==> src/rtl/oreg_sched_pkg.sv <==
// Shared types, constants and the round-robin pick function for the
// output-register bank scheduler.
package oreg_sched_pkg;

  typedef enum logic [1:0] {
    RST_PARK,
    PARK,
    RUN
  } oreg_state_t;

  // Widest requester vector the pick function handles. Narrower vectors are
  // zero-extended. The padding bits never win, so a modulo-8 search visits
  // the real requesters in the same order as a modulo-NREQ search.
  localparam int MAX_NREQ = 8;

  localparam int DEF_PARK_CYCLES = 4;
  localparam int PARK_CNT_W      = $clog2(DEF_PARK_CYCLES + 1);

  // One-hot winner: the first set bit of req strictly after ptr, wrapping.
  function automatic logic [MAX_NREQ-1:0] rr_pick(input logic [MAX_NREQ-1:0] req,
                                                  input logic [2:0]          ptr);
    logic [MAX_NREQ-1:0] pick;
    logic [2:0]          idx;
    pick = '0;
    for (int k = 1; k <= MAX_NREQ; k++) begin
      idx = ptr + 3'(k);
      if (req[idx] && (pick == '0)) pick[idx] = 1'b1;
    end
    return pick;
  endfunction

endpackage

==> src/rtl/oreg_bank_sched_rr_arb.sv <==
// Round-robin arbiter: combinational pick against a registered pointer that
// moves to the winner whenever the top level takes a grant.
module oreg_rr_arb
  import oreg_sched_pkg::*;
#(
  parameter int NREQ = 4
) (
  input  logic            clk,
  input  logic            rst_n,
  input  logic [NREQ-1:0] i_elig,
  input  logic            i_adv,
  output logic [NREQ-1:0] o_win,
  output logic            o_any
);

  logic [2:0]          r_ptr;
  logic [MAX_NREQ-1:0] w_pick;
  logic [2:0]          w_idx;

  assign w_pick = rr_pick(MAX_NREQ'(i_elig), r_ptr);
  assign o_win  = w_pick[NREQ-1:0];
  assign o_any  = |w_pick;

  // Encode the one-hot winner into the index stored as the new pointer.
  always_comb begin
    // NOTE: every combinational output gets a default first so no path leaves it unassigned (no latch).
    w_idx = '0;
    for (int i = 0; i < MAX_NREQ; i++) begin
      if (w_pick[i]) w_idx = 3'(i);
    end
  end

  // Pointer starts at the last requester so requester 0 is favoured first.
  always_ff @(posedge clk or negedge rst_n) begin
    // NOTE: state is updated with <= so every flop samples pre-edge values, regardless of statement order.
    if (!rst_n) begin
      r_ptr <= 3'(NREQ - 1);
    end else if (i_adv && o_any) begin
      r_ptr <= w_idx;
    end
  end

endmodule

==> src/rtl/oreg_bank_sched.sv <==
// Shares a bank of output-register cells between requesters, turns grants
// into D/SP updates and sequences PD for reset and forced park.
module oreg_bank_sched
  import oreg_sched_pkg::*;
#(
  parameter int NREQ        = 4,
  parameter int WIDTH       = 8,
  parameter int PARK_CYCLES = DEF_PARK_CYCLES
) (
  input  logic                  SCLK,
  input  logic                  RSTN,
  input  logic [NREQ-1:0]       req,
  input  logic [NREQ*WIDTH-1:0] req_data,
  input  logic [NREQ*WIDTH-1:0] req_mask,
  input  logic                  park,
  output logic [NREQ-1:0]       gnt,
  output logic [WIDTH-1:0]      oreg_d,
  output logic [WIDTH-1:0]      oreg_sp,
  output logic [WIDTH-1:0]      oreg_pd,
  output logic [WIDTH-1:0]      shadow_q,
  output logic                  parked
);

  localparam int                CNT_W    = $clog2(PARK_CYCLES + 1);
  localparam logic [CNT_W-1:0]  CNT_DONE = CNT_W'(PARK_CYCLES - 1);

  oreg_state_t      r_state, w_state_nxt;
  logic [CNT_W-1:0] r_cnt, w_cnt_nxt;
  logic [NREQ-1:0]  r_gnt, w_gnt_nxt;
  logic [WIDTH-1:0] r_d, w_d_nxt;
  logic [WIDTH-1:0] r_sp, w_sp_nxt;
  logic [WIDTH-1:0] r_pd, w_pd_nxt;
  logic [WIDTH-1:0] r_shadow, w_shadow_nxt;
  logic             r_parked, w_parked_nxt;

  logic [NREQ-1:0]  w_elig, w_win;
  logic             w_any, w_adv;
  logic [WIDTH-1:0] w_sel_data, w_sel_mask;

  // A requester whose grant is showing this cycle is not considered again.
  assign w_elig = req & ~r_gnt;

  oreg_rr_arb #(.NREQ(NREQ)) u_arb (
    .clk    (SCLK),
    .rst_n  (RSTN),
    .i_elig (w_elig),
    .i_adv  (w_adv),
    .o_win  (w_win),
    .o_any  (w_any)
  );

  // One-hot mux of the winner's data and mask slices.
  always_comb begin
    w_sel_data = '0;
    w_sel_mask = '0;
    for (int i = 0; i < NREQ; i++) begin
      if (w_win[i]) begin
        w_sel_data = w_sel_data | req_data[i*WIDTH +: WIDTH];
        w_sel_mask = w_sel_mask | req_mask[i*WIDTH +: WIDTH];
      end
    end
  end

  // Next state and next output values; defaults describe a parked bank.
  always_comb begin
    w_state_nxt  = r_state;
    w_cnt_nxt    = r_cnt;
    w_gnt_nxt    = '0;
    w_d_nxt      = r_d;
    w_sp_nxt     = '0;
    w_pd_nxt     = '1;
    w_shadow_nxt = '1;
    w_parked_nxt = 1'b1;
    w_adv        = 1'b0;
    case (r_state)
      RST_PARK, PARK: begin
        if (r_cnt != CNT_DONE) begin
          w_cnt_nxt = r_cnt + 1'b1;
        end else if (!park) begin
          // Leave with no grant on this edge; arbitration restarts next cycle.
          w_state_nxt  = RUN;
          w_pd_nxt     = '0;
          w_parked_nxt = 1'b0;
        end else begin
          w_state_nxt = PARK;
        end
      end
      RUN: begin
        w_pd_nxt     = '0;
        w_parked_nxt = 1'b0;
        w_shadow_nxt = r_shadow;
        if (park) begin
          // Park wins over any request; the request stays pending.
          w_state_nxt  = PARK;
          w_cnt_nxt    = '0;
          w_pd_nxt     = '1;
          w_parked_nxt = 1'b1;
          w_shadow_nxt = '1;
        end else if (w_any) begin
          w_adv        = 1'b1;
          w_gnt_nxt    = w_win;
          w_d_nxt      = w_sel_data;
          w_sp_nxt     = w_sel_mask;
          w_shadow_nxt = (r_shadow & ~w_sel_mask) | (w_sel_data & w_sel_mask);
        end
      end
      default: begin
        w_state_nxt = RST_PARK;
        w_cnt_nxt   = '0;
      end
    endcase
  end

  // State, park counter and all registered outputs.
  always_ff @(posedge SCLK or negedge RSTN) begin
    if (!RSTN) begin
      r_state  <= RST_PARK;
      r_cnt    <= '0;
      r_gnt    <= '0;
      r_d      <= '0;
      r_sp     <= '0;
      r_pd     <= '1;
      r_shadow <= '1;
      r_parked <= 1'b1;
    end else begin
      r_state  <= w_state_nxt;
      r_cnt    <= w_cnt_nxt;
      r_gnt    <= w_gnt_nxt;
      r_d      <= w_d_nxt;
      r_sp     <= w_sp_nxt;
      r_pd     <= w_pd_nxt;
      r_shadow <= w_shadow_nxt;
      r_parked <= w_parked_nxt;
    end
  end

  assign gnt      = r_gnt;
  assign oreg_d   = r_d;
  assign oreg_sp  = r_sp;
  assign oreg_pd  = r_pd;
  assign shadow_q = r_shadow;
  assign parked   = r_parked;

endmodule
==> config.mk <==
export PLATFORM = sky130hd
export DESIGN_NAME = oreg_bank_sched
export DESIGN_NICKNAME = d
export VERILOG_FILES = /design/src/rtl/oreg_sched_pkg.sv /design/src/rtl/oreg_bank_sched_rr_arb.sv /design/src/rtl/oreg_bank_sched.sv
export SDC_FILE = /design/constraint.sdc
export NUM_CORES = 1
export LEC_CHECK = 0
export CAP_MARGIN = 20
export CORE_ASPECT_RATIO = 1.75
export CORE_MARGIN = 10
export CORE_UTILIZATION = 32
export CTS_CLUSTER_DIAMETER = 80
export DETAILED_ROUTE_END_ITERATION = 8
export PLACE_DENSITY = 0.62
export SYNTH_ARGS = -nofsm -noshare
export SYNTH_HDL_FRONTEND = slang
export SYNTH_SLANG_ARGS = --single-unit
==> constraint.sdc <==
create_clock -name SCLK -period 11.6 [get_ports SCLK]
set_clock_uncertainty 0.05 [all_clocks]
set_input_delay 3.48 -clock SCLK [delete_from_list [all_inputs] [get_ports SCLK]]
set_output_delay 3.48 -clock SCLK [all_outputs]
set_load 0.005 [all_outputs]
==> qor.yml, run 1 <==
outcome:
  status: "completed"
power_and_ir_drop:
  vdd_ir_drop_max_uv: 165
  swShare_pct: 53.8
  power.switching_uw: 865
  p_int_uw: 743
  p_leak_nw: 1.74
  power_mw: 1.61
  combPwrFrac_pct: 75.8
  p_clk_share_pct: 11.0
  p_per_area_mw_per_mm2: 355
  power_frac_seq_pct: 13.2
synthesis:
  synth_common_cells: "nand2_1 (38), nor2_1 (30), dfrtp_1 (26), inv_1 (17), o21ai_0 (14)"
  synth.top_cells.by_area: "dfrtp_1 (20%), dfstp_2 (8.8%), nand2_1 (4.3%), nor2_1 (3.4%), a222oi_1 (3.0%)"
  synth_area_per_cell_um2: 8.70
  synth.cell_area_mm2: 0.00330
  yosysMostFrequentCell: "nand2_1"
  yosysUniqueCellTypes: 79
  synthCells: 379
  synth_top_area_cell: "dfrtp_1"
  synth-edff-count: 0
  yosysSeqAreaShare_pct: 28.5
  synth_warnings: 0
  synth_top_flop_cell: "dfrtp_1"
  syn-num-nets: 458
  synth_top_area_share_pct: 19.7
  synthArstFlopShare_pct: 100
  synth-seq-cells: 37
global_routing:
  antenna_found_initial: 0
  use_met1_pct: 15.5
  top_usage_layer: "met2"
  use_met2_pct: 33.4
  grt_pass1_vias: 3695
  track_usage_pct: 17.0
  grt_pass1_wl_um: 20700
  use_met3_pct: 3.70
  grt_max_degree: 38
  gr-total-overflow: 0
critical_path:
  arrival_ns: 8.85
  critical_path_peak_fanout: 16
  max_stage_delay_ns: 0.77
  cp_num_buf_inv: 1
  cp_slowest_cell: "a311o_1"
  critical_path_required_ns: 11.71
  r2r_slack_ns: 4.90
  crit_family: "compound AO/OA/AOI/OAI gates"
  r2r_end: "oreg_d[2]"
  crit_type: "primary input to register"
  worstSetupEndpointType: "register"
  cp_cell_sequence: "clkdlybuf4s50_1 -> nand2b_1 -> mux4_2 -> o211ai_2 -> o32ai_1 -> a311o_2 -> nor4b_1 -> o31a_1 -> a21boi_1 -> nor4b_2 -> a311o_1 -> nor3_4 -> a21oi_4 -> mux2_2"
  r2r_start: "u_arb.r_ptr[0]"
  r2r.worst_path.cells: 14
  startpoint_type: "primary input"
route:
  drt-initial-drc-count: 168
  drc: 0
  routedWlPerCell_um: 22.5
  viasPerCell: 5.97
  vias: 3525
  postRouteAntennaNets: 0
  firstDrtPassIters: 7
  routed_wl_um: 13200
placement:
  pre_cts_slack_ns: 2.60
  numPortBuffers: 107
  detailed_place_hpwl_um: 10500
  gp_congestion: 1.00
sta:
  hold_viol: 0
  slew-limit-headroom_pct: 43.8
  setup_viol: 0
  period_needed_ns: 8.73
  drv_slew: 0
  tns_ns: 0
  rsz0062_at_grt: "no"
  finalCritPeriodShare_pct: 75.3
  worst_slew_pin_slew_ns: 0.843
  setup_slack_ns: 2.87
  max_freq_ghz: 0.115
cts:
  holdBufCountCts: 0
  clk_pin_slew_worst_paths_ns: 0.06
  cts_tree: "yes"
  postCtsSetupBuffers: 0
  clockBufferDepth: 2
  numCtsBuffers: 5
  cts_resized: 0
  htree_levels: 2
  cts.sinks: 37
  cts_root_buf: "clkbuf_16"
  clk_latency_ns: 0.28
cells_and_area:
  nets: 541
  drive_gt1_share_pct: 9.72
  diodes: 0
  areaGrowthSynthToFinish_pct: 37.4
  final_core_util_pct: 44.5
  nFillCells: 1038
min_path:
  hp-start: "oreg_d[6]"
  holdPathEnd: "oreg_d[6]"
  hold_depth: 1
  hold_class: "register to register"
floorplan:
  core-area_mm2: 0.0102
  die_width_um: 96.7
  initial_core_util_pct: 32.4
  dieArea_mm2: 0.0149
  io_pins: 108
  fp.dieH_um: 154
  row_count: 49
flow_run:
  drv_cap: 0
worst max-delay path by stage:
stage,start,to,slack (ns),cells past startpoint
after floorplan,req[1],oreg_d[2],4.22,16
after global placement,req[3],oreg_d[6],2.74,14
after detailed placement,req[3],oreg_d[6],2.60,14
after CTS,req[3],oreg_d[2],2.89,14
after global routing,req[3],oreg_d[2],2.51,14
final,req[3],oreg_d[2],2.87,14
layer usage:
| layer | vias to the layer above | part of all wire, % |
|---|---|---|
| met5 | - | 0 |
| met4 | 0 | 4.8 |
| met3 | 45 | 5.9 |
| met2 | 167 | 56 |
| met1 | 1698 | 33 |
| li1 | 1615 | - |
layout make-up:
type | instances | area, um2 | share of cell area (%)
inverter | 18 | 67.6 | 1.49
multi-input combinational | 293 | 2100 | 46.5
sequential | 37 | 940 | 20.8
clock inverter | 3 | 65.1 | 1.44
clock buffer | 5 | 125 | 2.76
timing repair buffer | 107 | 1070 | 23.5
tap | 127 | 159 | 3.51
cell usage in the layout (no fill, tap or decap), types with 8 or more instances in the layout:
cell | netlist | layout
nor2_1 | 30 | 30
and3_1 | 9 | 9
o21ai_0 | 14 | 14
nand2_1 | 38 | 38
o2111ai_1 | 9 | 9
clkdlybuf4s50_1 | 0 | 106
dfrtp_1 | 26 | 26
a222oi_1 | 10 | 10
a21boi_1 | 8 | 8
ha_1 | 8 | 8
inv_1 | 17 | 17
o211ai_1 | 10 | 10
a31oi_1 | 11 | 11
dfstp_2 | 11 | 11
a21oi_1 | 12 | 12
nor2b_1 | 9 | 9
sequential cells by signal (all words and copies together) (netlist names):
register and count:
r_cnt 3, oreg_sp 8, shadow_q 8, oreg_d 8, r_state 2, gnt 4, u_arb.r_ptr 3, oreg_pd 1
power groups by stage:
stage / sequential, mW / combinational (mW) / clock, mW
5_1_grt: 0.220 / 1.31 / 0.186
3_3_place_gp: 0.213 / 1.19 / 0
4_1_cts: 0.212 / 1.20 / 0.180
6_report: 0.212 / 1.22 / 0.177
3_5_place_dp: 0.214 / 1.19 / 0
2_1_floorplan: 0.193 / 0.903 / 0
cells by family (layout without fill, tap and decap cells):
| kind of cell | count (synthesis) | in the layout | share of synthesized area [%] |
|---|---|---|---|
| buffers and inverters | 49 | 133 | 7.63 |
| multiplexers | 14 | 14 | 5.54 |
| AO/OA/AOI/OAI | 130 | 130 | 31.9 |
| adder cells (fa/ha/maj) | 8 | 8 | 3.04 |
| flip-flops | 37 | 37 | 28.5 |
| XOR/XNOR | 5 | 5 | 1.33 |
| AND/OR/NAND/NOR | 136 | 136 | 22.1 |
worst register-to-register path: stages (launching register included):
cell	delay, ns
dfstp_2	0.88
inv_2	0.24
ha_1	0.73
mux4_2	0.46
o211ai_2	0.43
o32ai_1	0.29
a311o_2	0.47
nor4b_1	0.39
o31a_1	0.28
a21boi_1	0.23
nor4b_2	0.37
a311o_1	0.77
nor3_4	0.18
a21oi_4	0.43
mux2_2	0.38
through the flow:
stage          cell area (um2)  hold WS, ns  cells
3_3_place_gp              4340        0.447    582
6_report                  4530        0.468    590
5_1_grt                   4530        0.494    590
4_1_cts                   4530        0.472    590
3_5_place_dp              4340        0.449    582
2_1_floorplan             3300        0.425    379
Note: power is estimated with default switching activity, not from simulation.
==> run 2, diff against run 1 <==
clock period = 9.1 ns   (was 11.6 ns; I/O delays follow)
==> qor.yml, run 2 (synthesis results as in run 1) <==
route:
  met2WireLength_um: 7120  # was 7480 um
  firstDrtPassIters: 5  # was 7
  vias: 3523  # was 3525
  route.met3.wl_um: 796  # was 787 um
  wl_met1_um: 4250  # was 4340 um
  drc: 0  # unchanged
  routedWlPerCell_um: 21.7  # was 22.5 um
  top_layer: "met4"  # unchanged
  routed_wl_um: 12800  # was 13200 um
  postRouteAntennaNets: 0  # unchanged
  drt-initial-drc-count: 264  # was 168
  viasPerCell: 5.95  # was 5.97
critical_path:
  critical_path_required_ns: 9.22  # was 11.71 ns
  r2r_slack_ns: 2.37  # was 4.90 ns
  r2r.worst_path.cells: 14  # unchanged
  startpoint_type: "primary input"  # unchanged
  arrival_ns: 8.11  # was 8.85 ns
  critical_path_peak_fanout: 16  # unchanged
  r2r_end: "oreg_d[2]"  # unchanged
  r2r_start: "u_arb.r_ptr[0]"  # unchanged
  worstSetupEndpointType: "register"  # unchanged
  crit_type: "primary input to register"  # unchanged
power_and_ir_drop:
  vdd_ir_drop_max_uv: 201  # was 165 uV
  power.switching_mw: 1.09  # was 865 uW
  swShare_pct: 54.3  # was 53.8%
  p_per_area_mw_per_mm2: 444  # was 355 mW/mm2
  p_int_uw: 915  # was 743 uW
  power_frac_seq_pct: 13.5  # was 13.2%
  p_clk_share_pct: 8.8  # was 11.0%
  p_leak_nw: 1.73  # was 1.74 nW
  combPwrFrac_pct: 77.7  # was 75.8%
cells_and_area:
  final_common_cell: "clkdlybuf4s50_1"  # unchanged
  diodes: 0  # unchanged
  areaGrowthSynthToFinish_pct: 36.7  # was 37.4%
  drive_gt1_share_pct: 10.1  # was 9.72%
  layout_common_cells: "clkdlybuf4s50_1 (106), nand2_1 (38), nor2_1 (30)"  # unchanged
  nets: 543  # was 541
  nFillCells: 1082  # was 1038
floorplan:
  row_count: 49  # unchanged
  io_pins: 108  # unchanged
  dieArea_mm2: 0.0149  # unchanged
  die_width_um: 96.7  # unchanged
  core-area_mm2: 0.0102  # unchanged
  initial_core_util_pct: 32.4  # unchanged
  fp.dieH_um: 154  # unchanged
cts:
  htree_levels: 2  # unchanged
  cts_tree: "yes"  # unchanged
  clockBufferDepth: 2  # unchanged
  clk_latency_ns: 0.28  # about the same
  cts_resized: 0  # unchanged
  numCtsBuffers: 5  # unchanged
  holdBufCountCts: 0  # unchanged
  postCtsSetupBuffers: 0  # unchanged
  cts_root_buf: "clkbuf_16"  # unchanged
  clk_pin_slew_worst_paths_ns: 0.06  # about the same
  cts.sinks: 37  # unchanged
placement:
  detailed_place_hpwl_um: 10400  # was 10500 um
  numPortBuffers: 107  # unchanged
  pre_cts_slack_ns: 0.883  # was 2.60 ns
  gp_congestion: 0.950  # was 1.00
sta:
  setup_slack_ns: 1.10  # was 2.87 ns
  max_freq_ghz: 0.125
  drv_slew: 0  # unchanged
  setup_viol: 0  # unchanged
  worst_slew_pin_slew_ns: 0.819  # was 0.843 ns
  slew-limit-headroom_pct: 45.4  # was 43.8%
  rsz0062_at_grt: "no"  # unchanged
  period_needed_ns: 8.00
  finalCritPeriodShare_pct: 87.9
  hold_viol: 0  # unchanged
  tns_ns: 0  # unchanged
global_routing:
  grt_pass1_vias: 3746  # was 3695
  antenna_found_initial: 0  # unchanged
  gr-total-overflow: 0  # unchanged
  grt_pass1_wl_um: 20000  # was 20700 um
  grt_max_degree: 38  # unchanged
  track_usage_pct: 16.3  # was 17.0%
flow_run:
  drv_cap: 0  # unchanged
min_path:
  hold_depth: 1  # unchanged
  hold_class: "register to register"  # unchanged
  hp-start: "oreg_d[6]"  # unchanged
  holdPathEnd: "oreg_d[6]"  # unchanged
outcome:
  status: "completed"  # unchanged
==> run 2: cell count changes in the layout (fill, tap and decap cells not counted) <==
cell	change
clkbuf_8	+1
bufinv_16	-2
clkinv_4	+1
buf_4	+2
==> run 2: power groups by stage <==
stage                     Sequential (mW)  Combinational (mW)  Clock (mW)
final                               0.270                1.55       0.177
after global routing                0.278                1.69       0.187
after CTS                           0.270                1.54       0.179
after detailed placement            0.272                1.53           0
after global placement              0.271                1.55           0
after floorplan                     0.246                1.15           0
==> run 2: through the flow <==
step                      total power [mW]  hold slack [ns]  cell area [um2]  instances  util, %
after floorplan                       1.40            0.425             3300        379        -
after global placement                1.82            0.442             4350        584     42.8
after detailed placement              1.81            0.448             4350        584     42.8
after CTS                             1.99            0.461             4500        592     44.3
after global routing                  2.15            0.489             4500        592     44.3
final                                 2.00            0.458             4500        592     44.3
==> run 2: layer usage <==
layer	vias to the layer above	GRT usage (%)
li1	1622	-
met1	1677	14.5
met2	176	32.3
met3	48	3.57
met4	0	9.10
met5	-	0
==> run 2: layout make-up <==
type / count / area (um2) / area share, %
clock buffer: 6 / 139 / 3.08
clock inverter: 2 / 13.8 / 0.306
inverter: 18 / 67.6 / 1.50
multi-input combinational: 293 / 2100 / 46.7
sequential: 37 / 940 / 20.9
tap: 127 / 159 / 3.53
timing repair buffer: 109 / 1080 / 24.0
==> run 2: how the worst max path moves through the flow <==
stage / slack, ns / startpoint / cells past startpoint / to
detailed placement: 0.88 / req[3] / 14 / oreg_d[2]
finish: 1.10 / req[3] / 14 / oreg_d[2]
CTS: 1.16 / req[3] / 14 / oreg_d[2]
global placement: 1.07 / req[3] / 14 / oreg_d[6]
global route: 0.91 / req[3] / 14 / oreg_d[6]
floorplan: 2.47 / req[1] / 16 / oreg_d[2]
==> run 2: worst max-delay path: stages <==
cell and delay [ns]:
clkdlybuf4s50_1 0.51, nand2b_1 0.11, mux4_2 0.53, o211ai_2 0.42, o32ai_1 0.26, a311o_2 0.47
nor4b_1 0.45, o31a_1 0.25, a21boi_1 0.22, nor4b_2 0.40, a311o_1 0.76, nor3_4 0.18
a21oi_4 0.42, mux2_2 0.38
